`src/rtl/sp_writer.sv`:
```
// Scratchpad writer: streams a row-major matrix of result elements into
// scratchpad sub-addresses row*MAX_DIM+col for one latched target.
// Latency 1 (element accepted -> registered write); elem_valid_i low stalls cleanly.
module sp_writer #(
  parameter int SP_NTARGETS = 4,
  parameter int DATA_WIDTH  = 32,
  parameter int BUS_WIDTH   = 64,
  localparam int MAX_DIM    = BUS_WIDTH / DATA_WIDTH,
  localparam int LG         = (MAX_DIM > 1) ? $clog2(MAX_DIM) : 1,
  localparam int AW         = 2 * LG,
  localparam int TW         = (SP_NTARGETS > 1) ? $clog2(SP_NTARGETS) : 1,
  localparam int DW         = LG + 1
) (
  input  logic                 clk_i,
  input  logic                 rst_i,
  input  logic                 start_i,
  input  logic [TW-1:0]        target_i,
  input  logic [DW-1:0]        n_rows_i,
  input  logic [DW-1:0]        n_cols_i,
  input  logic                 elem_valid_i,
  input  logic [BUS_WIDTH-1:0] elem_data_i,
  output logic                 elem_ready_o,
  output logic                 sp_we_o,
  output logic [AW-1:0]        sp_addr_o,
  output logic [TW-1:0]        sp_target_o,
  output logic [BUS_WIDTH-1:0] sp_data_o,
  output logic                 busy_o,
  output logic                 done_o
);

  typedef enum logic {S_IDLE = 1'b0, S_WRITE = 1'b1} state_t;

  // Counters only ever hold 0..MAX_DIM-1.
  localparam int CW = LG;

  state_t               state_q, state_d;
  logic [TW-1:0]        target_q, target_d;
  logic [DW-1:0]        n_rows_q, n_rows_d;
  logic [DW-1:0]        n_cols_q, n_cols_d;
  logic [CW-1:0]        row_q, row_d;
  logic [CW-1:0]        col_q, col_d;
  logic                 sp_we_q, sp_we_d;
  logic [AW-1:0]        sp_addr_q, sp_addr_d;
  logic [TW-1:0]        sp_target_q, sp_target_d;
  logic [BUS_WIDTH-1:0] sp_data_q, sp_data_d;
  logic                 done_q, done_d;

  logic xfer;
  logic last_col;
  logic last_row;

  // Zero encodes a full MAX_DIM extent; oversized requests saturate to MAX_DIM.
  function automatic logic [DW-1:0] norm_dim(input logic [DW-1:0] v);
    if (v == '0 || v > DW'(MAX_DIM)) begin
      return DW'(MAX_DIM);
    end
    return v;
  endfunction

  assign xfer     = (state_q == S_WRITE) && elem_valid_i;
  assign last_col = (DW'(col_q) == n_cols_q - DW'(1));
  assign last_row = (DW'(row_q) == n_rows_q - DW'(1));

  // State register.
  always_ff @(posedge clk_i) begin
    if (rst_i) begin
      state_q <= S_IDLE;
    end else begin
      state_q <= state_d;
    end
  end

  // Next state: leave IDLE on start, return once the last element is accepted.
  always_comb begin
    state_d = state_q;
    case (state_q)
      S_IDLE:  if (start_i) state_d = S_WRITE;
      S_WRITE: if (xfer && last_col && last_row) state_d = S_IDLE;
      default: state_d = S_IDLE;
    endcase
  end

  // FSM outputs: the writer accepts elements exactly while a transfer is open.
  always_comb begin
    elem_ready_o = 1'b0;
    busy_o       = 1'b0;
    if (state_q == S_WRITE) begin
      elem_ready_o = 1'b1;
      busy_o       = 1'b1;
    end
  end

  // Datapath: latch the job at start, then turn each accepted element into one write.
  always_comb begin
    target_d    = target_q;
    n_rows_d    = n_rows_q;
    n_cols_d    = n_cols_q;
    row_d       = row_q;
    col_d       = col_q;
    sp_we_d     = 1'b0;
    sp_addr_d   = sp_addr_q;
    sp_target_d = sp_target_q;
    sp_data_d   = sp_data_q;
    done_d      = 1'b0;

    if (state_q == S_IDLE && start_i) begin
      target_d = target_i;
      n_rows_d = norm_dim(n_rows_i);
      n_cols_d = norm_dim(n_cols_i);
      row_d    = '0;
      col_d    = '0;
    end

    if (xfer) begin
      sp_we_d     = 1'b1;
      sp_addr_d   = AW'(row_q) * AW'(MAX_DIM) + AW'(col_q);
      sp_target_d = target_q;
      sp_data_d   = elem_data_i;
      if (last_col) begin
        col_d = '0;
        row_d = row_q + CW'(1);
      end else begin
        col_d = col_q + CW'(1);
      end
      // done_o lines up with the write of the final element.
      done_d = last_col && last_row;
    end
  end

  // Datapath registers; reset clears everything including the held write fields.
  always_ff @(posedge clk_i) begin
    if (rst_i) begin
      target_q    <= '0;
      n_rows_q    <= '0;
      n_cols_q    <= '0;
      row_q       <= '0;
      col_q       <= '0;
      sp_we_q     <= 1'b0;
      sp_addr_q   <= '0;
      sp_target_q <= '0;
      sp_data_q   <= '0;
      done_q      <= 1'b0;
    end else begin
      target_q    <= target_d;
      n_rows_q    <= n_rows_d;
      n_cols_q    <= n_cols_d;
      row_q       <= row_d;
      col_q       <= col_d;
      sp_we_q     <= sp_we_d;
      sp_addr_q   <= sp_addr_d;
      sp_target_q <= sp_target_d;
      sp_data_q   <= sp_data_d;
      done_q      <= done_d;
    end
  end

  assign sp_we_o     = sp_we_q;
  assign sp_addr_o   = sp_addr_q;
  assign sp_target_o = sp_target_q;
  assign sp_data_o   = sp_data_q;
  assign done_o      = done_q;

endmodule

```
`config.mk`:
```
export PLATFORM = sky130hd
export DESIGN_NAME = sp_writer
export DESIGN_NICKNAME = d
export VERILOG_FILES = /design/src/rtl/sp_writer.sv
export SDC_FILE = /design/constraint.sdc
export NUM_CORES = 1
export LEC_CHECK = 0
export ABC_AREA = 1
export BUFFER_PORTS_ARGS = -buffer_cell sky130_fd_sc_hd__buf_2
export CORE_MARGIN = 3
export CORE_UTILIZATION = 48
export DETAILED_ROUTE_END_ITERATION = 8
export PLACE_DENSITY = 0.85
export SKIP_LAST_GASP = 1
export SYNTH_ARGS = -nofsm -noshare
export SYNTH_HDL_FRONTEND = slang
export SYNTH_SLANG_ARGS = --single-unit
```
`constraint.sdc`:
```
create_clock -name clk_i -period 3 [get_ports clk_i]
set_input_delay 0.9 -clock clk_i [delete_from_list [all_inputs] [get_ports clk_i]]
set_output_delay 0.9 -clock clk_i [all_outputs]
set_load 0.005 [all_outputs]
```
==> results of run 1 <==
power breakdown:
part	switching, mW	internal (mW)
combinational	0.144	0.128
sequential	0.0337	1.12
clock	0.352	0.454
total	0.530	1.70
metal layers:
metal	wire length (um)	up-vias	track usage (%)
met3	440	17	3.80
met5	0	-	0
li1	-	1398	-
met2	3560	96	37.6
met4	169	0	11.4
met1	2770	1216	20.3
kinds of logic after synthesis:
group	Yosys count
AND/OR/NAND/NOR	162
AO/OA/AOI/OAI	80
buffers and inverters	35
flip-flops	79
Yosys cell counts (all sizes together):
cell type	number
buf	19
dfxtp	79
nand3	2
o211ai	1
clkbuf	5
and2	1
nand2	14
a21oi	7
nor2	144
nand4	1
o21ai	72
inv	11
critical path, stage by stage:
cell and delay (ps):
buf_2 130, inv_2 520, buf_4 300, o21ai_0 100, nor2_1 110
placed cells by master, fill, tap and decap left out, types with 2 or more instances in the layout:
cell type / count
buf_4: 3
nor2_1: 144
inv_1: 9
dfxtp_1: 79
clkbuf_8: 12
clkbuf_1: 2
nand2_1: 13
a21oi_1: 7
o21ai_0: 53
o21ai_1: 19
inv_2: 2
buf_2: 145
metrics by stage:
step / instances / hold slack, ps / total power, mW
detailed placement: 553 / 461 / 1.45
floorplan: 356 / 441 / 1.32
finish: 569 / 471 / 2.23
CTS: 569 / 472 / 2.25
global route: 569 / 505 / 2.33
global placement: 553 / 451 / 1.44
sequential cells by signal, indices dropped and copies added (netlist names):
signal / count
sp_data_o: 64
target_q: 2
sp_target_o: 2
col_q: 1
done_o: 1
state_q: 1
n_cols_q: 2
sp_we_o: 1
sp_addr_o: 2
row_q: 1
n_rows_q: 2
layout make-up:
| type | instances | area [um^2] |
|---|---|---|
| clock buffer | 14 | 173 |
| clock inverter | 2 | 37.5 |
| fill | 503 | 1890 |
| inverter | 11 | 41.3 |
| multi-input combinational | 242 | 1030 |
| sequential | 79 | 1580 |
| tap | 72 | 90.1 |
| timing repair buffer | 149 | 768 |
worst max-delay path by stage:
stage / to / cells after the start
after detailed placement: sp_data_o[33] / 5
after floorplan: sp_data_o[18] / 5
after CTS: elem_ready_o / 1
final: sp_data_o[33] / 5
after global placement: sp_data_o[33] / 5
after global routing: sp_data_o[9] / 5
==> results.toml, run 1 <==
[outcome]
status = "completed"

[floorplanning]
rows = 27
ioPinCount = 146
start_util_pct = 50.3
die_h_um = 82.6
die_area_um2 = 6830
die-width_um = 82.6
core_um2 = 5610

[timing]
hold_violations = 0
post-route-period-util_pct = 60.3
slew_headroom_pct = 53.5
drv_slew = 0
max_freq_ghz = 0.553
fin_crit_ps = 1810
clock_skew_ps = 6.11
tightest_slew_ps = 696
setup_viol = 0
grt_setup_unrepaired = "no"
worst_slack_ps = 1190
final.setup.tns_ps = 0

[synthesis]
syn_nets = 430
syn_area_per_cell_um2 = 7.92
ys_ff_latch = 79
synth_top_family_by_area = "simple AND/OR/NAND/NOR gates"
synthMuxAreaShare_pct = 0
synth-simple-area-share_pct = 22.1
syn-instance-count = 356
netlist.area_leader.share_pct = 56.1
synth_area_leaders = "dfxtp_1, nor2_1, o21ai_0"
synth_area_um2 = 2820
synth_top_area_cell = "dfxtp_1"
synth-xor-area-share_pct = 0
synth_fa_ha_area_share_pct = 0
ys_warn_count = 0
synth_cell_type_count = 20
synth_compound_area_share_pct = 14.3
seq_area_frac_synth_pct = 56.1

[routing]
wire_per_inst_um = 12.2
vias_per_cell = 4.79
drtIter0Drc = 86
drc = 0
vias = 2727
postRouteAntennaNets = 0
drt_wl_total_mm = 6.94
firstDrtPassIters = 4

[worst_hold_path]
hold_end = "n_rows_q[0]"
hp-start = "n_rows_q[0]"
holdPathStages = 2
holdCritPathClass = "flop to flop"

[cts]
clockBufferDepth = 2
postCtsSetupRepairBufs = 0
cts_root_buffer = "clkbuf_8"
clock_latency_ps = 330
cts.clk_slew.worst_paths_ps = 70
h-tree-depth = 3
cts_sinks = 79
tritoncts = "done"
cts_resized = 0
cts_buffers = 9
postCtsHoldBufs = 0

[worst_setup_path]
start_kind = "input pin"
cp.required_ps = 3270
r2r_end = "sp_data_o[4]"
crit_type = "input pin to flop"
worst_r2r_startpoint = "state_q"
path_max_fanout = 51
reg2reg_slack_ps = 1540
critPathLaunch = "rst_i"
worstPathArrival_ps = 2080
critPathCaptureType = "flop"
reg2reg_depth = 5

[global_routing]
grt_usage_pct = 19.9
grt_pass1_vias = 2432
grt_start_max_net_pins = 68
grt_pass1_wl_mm = 10.4
grt-ovfl-total = 0
antenna_found_initial = 0

[layout]
finalInstanceArea_um2 = 3720
post_route_cells_drive_above_1_share_pct = 33.6
final_core_util_pct = 66.3
fin_nets = 566
syn_to_final_growth_pct = 31.9
diodes = 0

[placed_design]
place_ws_ps = 853
gp_congestion = 0.771
port_buffers = 145
placed_area_um2 = 3510
dp_hpwl_mm = 4.93

[pwr]
cellPowerDensity_nw_per_um2 = 599
power.leakage_nw = 1.83
peakVddDrop_mv = 0.333

[job]
maxCapViolCount = 0
Power figures use the tool's default switching activity.
==> run 2: changes to the inputs <==
- CORE_UTILIZATION: 48 -> 45
- PLACE_DENSITY: 0.85 -> 0.81
- clock period: 3 -> 1.8 ns (I/O delays scaled with it)
==> results.toml, run 2 (synthesized netlist as in run 1, its figures left out) <==
[outcome]
status = "completed"

[cts]
postCtsHoldBufs = 0
h-tree-depth = 3
cts_sinks = 79
cts_root_buffer = "clkbuf_8"
tritoncts = "done"
cts.clk_slew.worst_paths_ps = 80
clock_latency_ps = 330
cts_resized = 0
postCtsSetupRepairBufs = 0
cts_buffers = 9
clockBufferDepth = 2

[routing]
vias_per_cell = 4.71
drc = 0
firstDrtPassIters = 4
drtIter0Drc = 104
drt_wl_total_mm = 6.78
wire_per_inst_um = 11.8
postRouteAntennaNets = 0
vias = 2701

[global_routing]
grt_start_max_net_pins = 41
grt_usage_pct = 18.6
grt_pass1_wl_mm = 10.9
antenna_found_initial = 0
grt_pass1_vias = 2378
grt-ovfl-total = 0

[timing]
hold_violations = 0
max_freq_ghz = 0.707
slew_headroom_pct = 77.5
worst_slack_ps = 385
setup_viol = 0
drv_slew = 0
whs_ps = 441
final.setup.tns_ps = 0
fin_crit_ps = 1410
post-route-period-util_pct = 78.6
clock_skew_ps = 11.1
grt_setup_unrepaired = "no"
tightest_slew_ps = 338

[job]
maxCapViolCount = 0

[placed_design]
dp_hpwl_mm = 4.94
port_buffers = 145
placed_area_um2 = 3530
gp_congestion = 0.763
place_ws_ps = 397

[worst_setup_path]
path_max_fanout = 5
worstPathArrival_ps = 870
cp.required_ps = 1260
max_stage_delay_ps = 400
crit_slowest_cell = "dfxtp_1"
start_kind = "flop"
crit_type = "flop to output port"
critPathCaptureType = "output port"
crit_buf_inv = 1
critPathTopFamily = "flip-flops"
path_cells = "buf_2"

[floorplanning]
rows = 28
die_area_um2 = 7250
ioPinCount = 146
die-width_um = 85.1
start_util_pct = 47.1
die_h_um = 85.1
core_um2 = 5990

[layout]
finalInstanceArea_um2 = 3730
largest_register_ff_count = 64
final_common_cell = "buf_2"
post_route_cells_drive_above_1_share_pct = 34.3
diodes = 0
syn_to_final_growth_pct = 32.3
fin_nets = 569
final_cell_mix = "buf_2, nor2_1, dfxtp_1"

[worst_hold_path]
holdCritPathClass = "input pin to flop"

[pwr]
cellPowerDensity_nw_per_um2 = 980
peakVddDrop_mv = 0.603
power.leakage_nw = 1.84
==> run 2: cell count changes in the layout (fill, tap and decap cells not counted), sizes merged <==
cell and delta:
clkbuf -4, buf +3, clkinv +2, clkinvlp +1
==> run 2: path summary, 6_finish.rpt <==
kind | start | endpoint | slack (ps) | cells after the start
hold / removal | elem_data_i[44] | sp_data_o[44] | 440 | 3
setup / recovery | state_q | busy_o | 390 | 1
setup reg to reg | state_q | sp_addr_o[0] | 600 | 5
hold reg to reg | n_cols_q[0] | n_cols_q[0] | 470 | 2
==> run 2: where the power goes <==
| group | internal [mW] | switching [mW] |
|---|---|---|
| registers | 1.86 | 0.0545 |
| logic | 0.217 | 0.239 |
| clock network | 0.671 | 0.617 |
| total | 2.75 | 0.910 |
==> run 2: final cells by class <==
type,count,area [um^2]
sequential,79,1580
inverter,11,41.3
fill,534,2260
timing repair buffer,152,791
clock inverter,5,58.8
clock buffer,10,138
multi-input combinational,242,1030
tap,75,93.8
==> run 2: per-layer routing <==
| metal | GRT usage, % | routed length, um |
|---|---|---|
| met1 | 22.8 | 2880 |
| met2 | 31.3 | 3370 |
| met3 | 3.69 | 421 |
| met4 | 8.49 | 119 |
| met5 | 0 | 0 |
==> run 2: tightest hold or removal path, delay by kind of cell <==
| family | cells | cell delay (ps) |
|---|---|---|
| AOI/OAI and AO/OA | 1 | 50 |
| buffers and inverters | 1 | 70 |
| and+or+nand+nor | 1 | 70 |
==> run 2: stage by stage <==
stage	utilization (%)	total power, mW	instances
2_1_floorplan	-	2.21	356
3_3_place_gp	59.0	2.40	559
3_5_place_dp	59.0	2.41	559
4_1_cts	62.3	3.70	574
5_1_grt	62.3	3.86	574
6_report	62.3	3.66	574
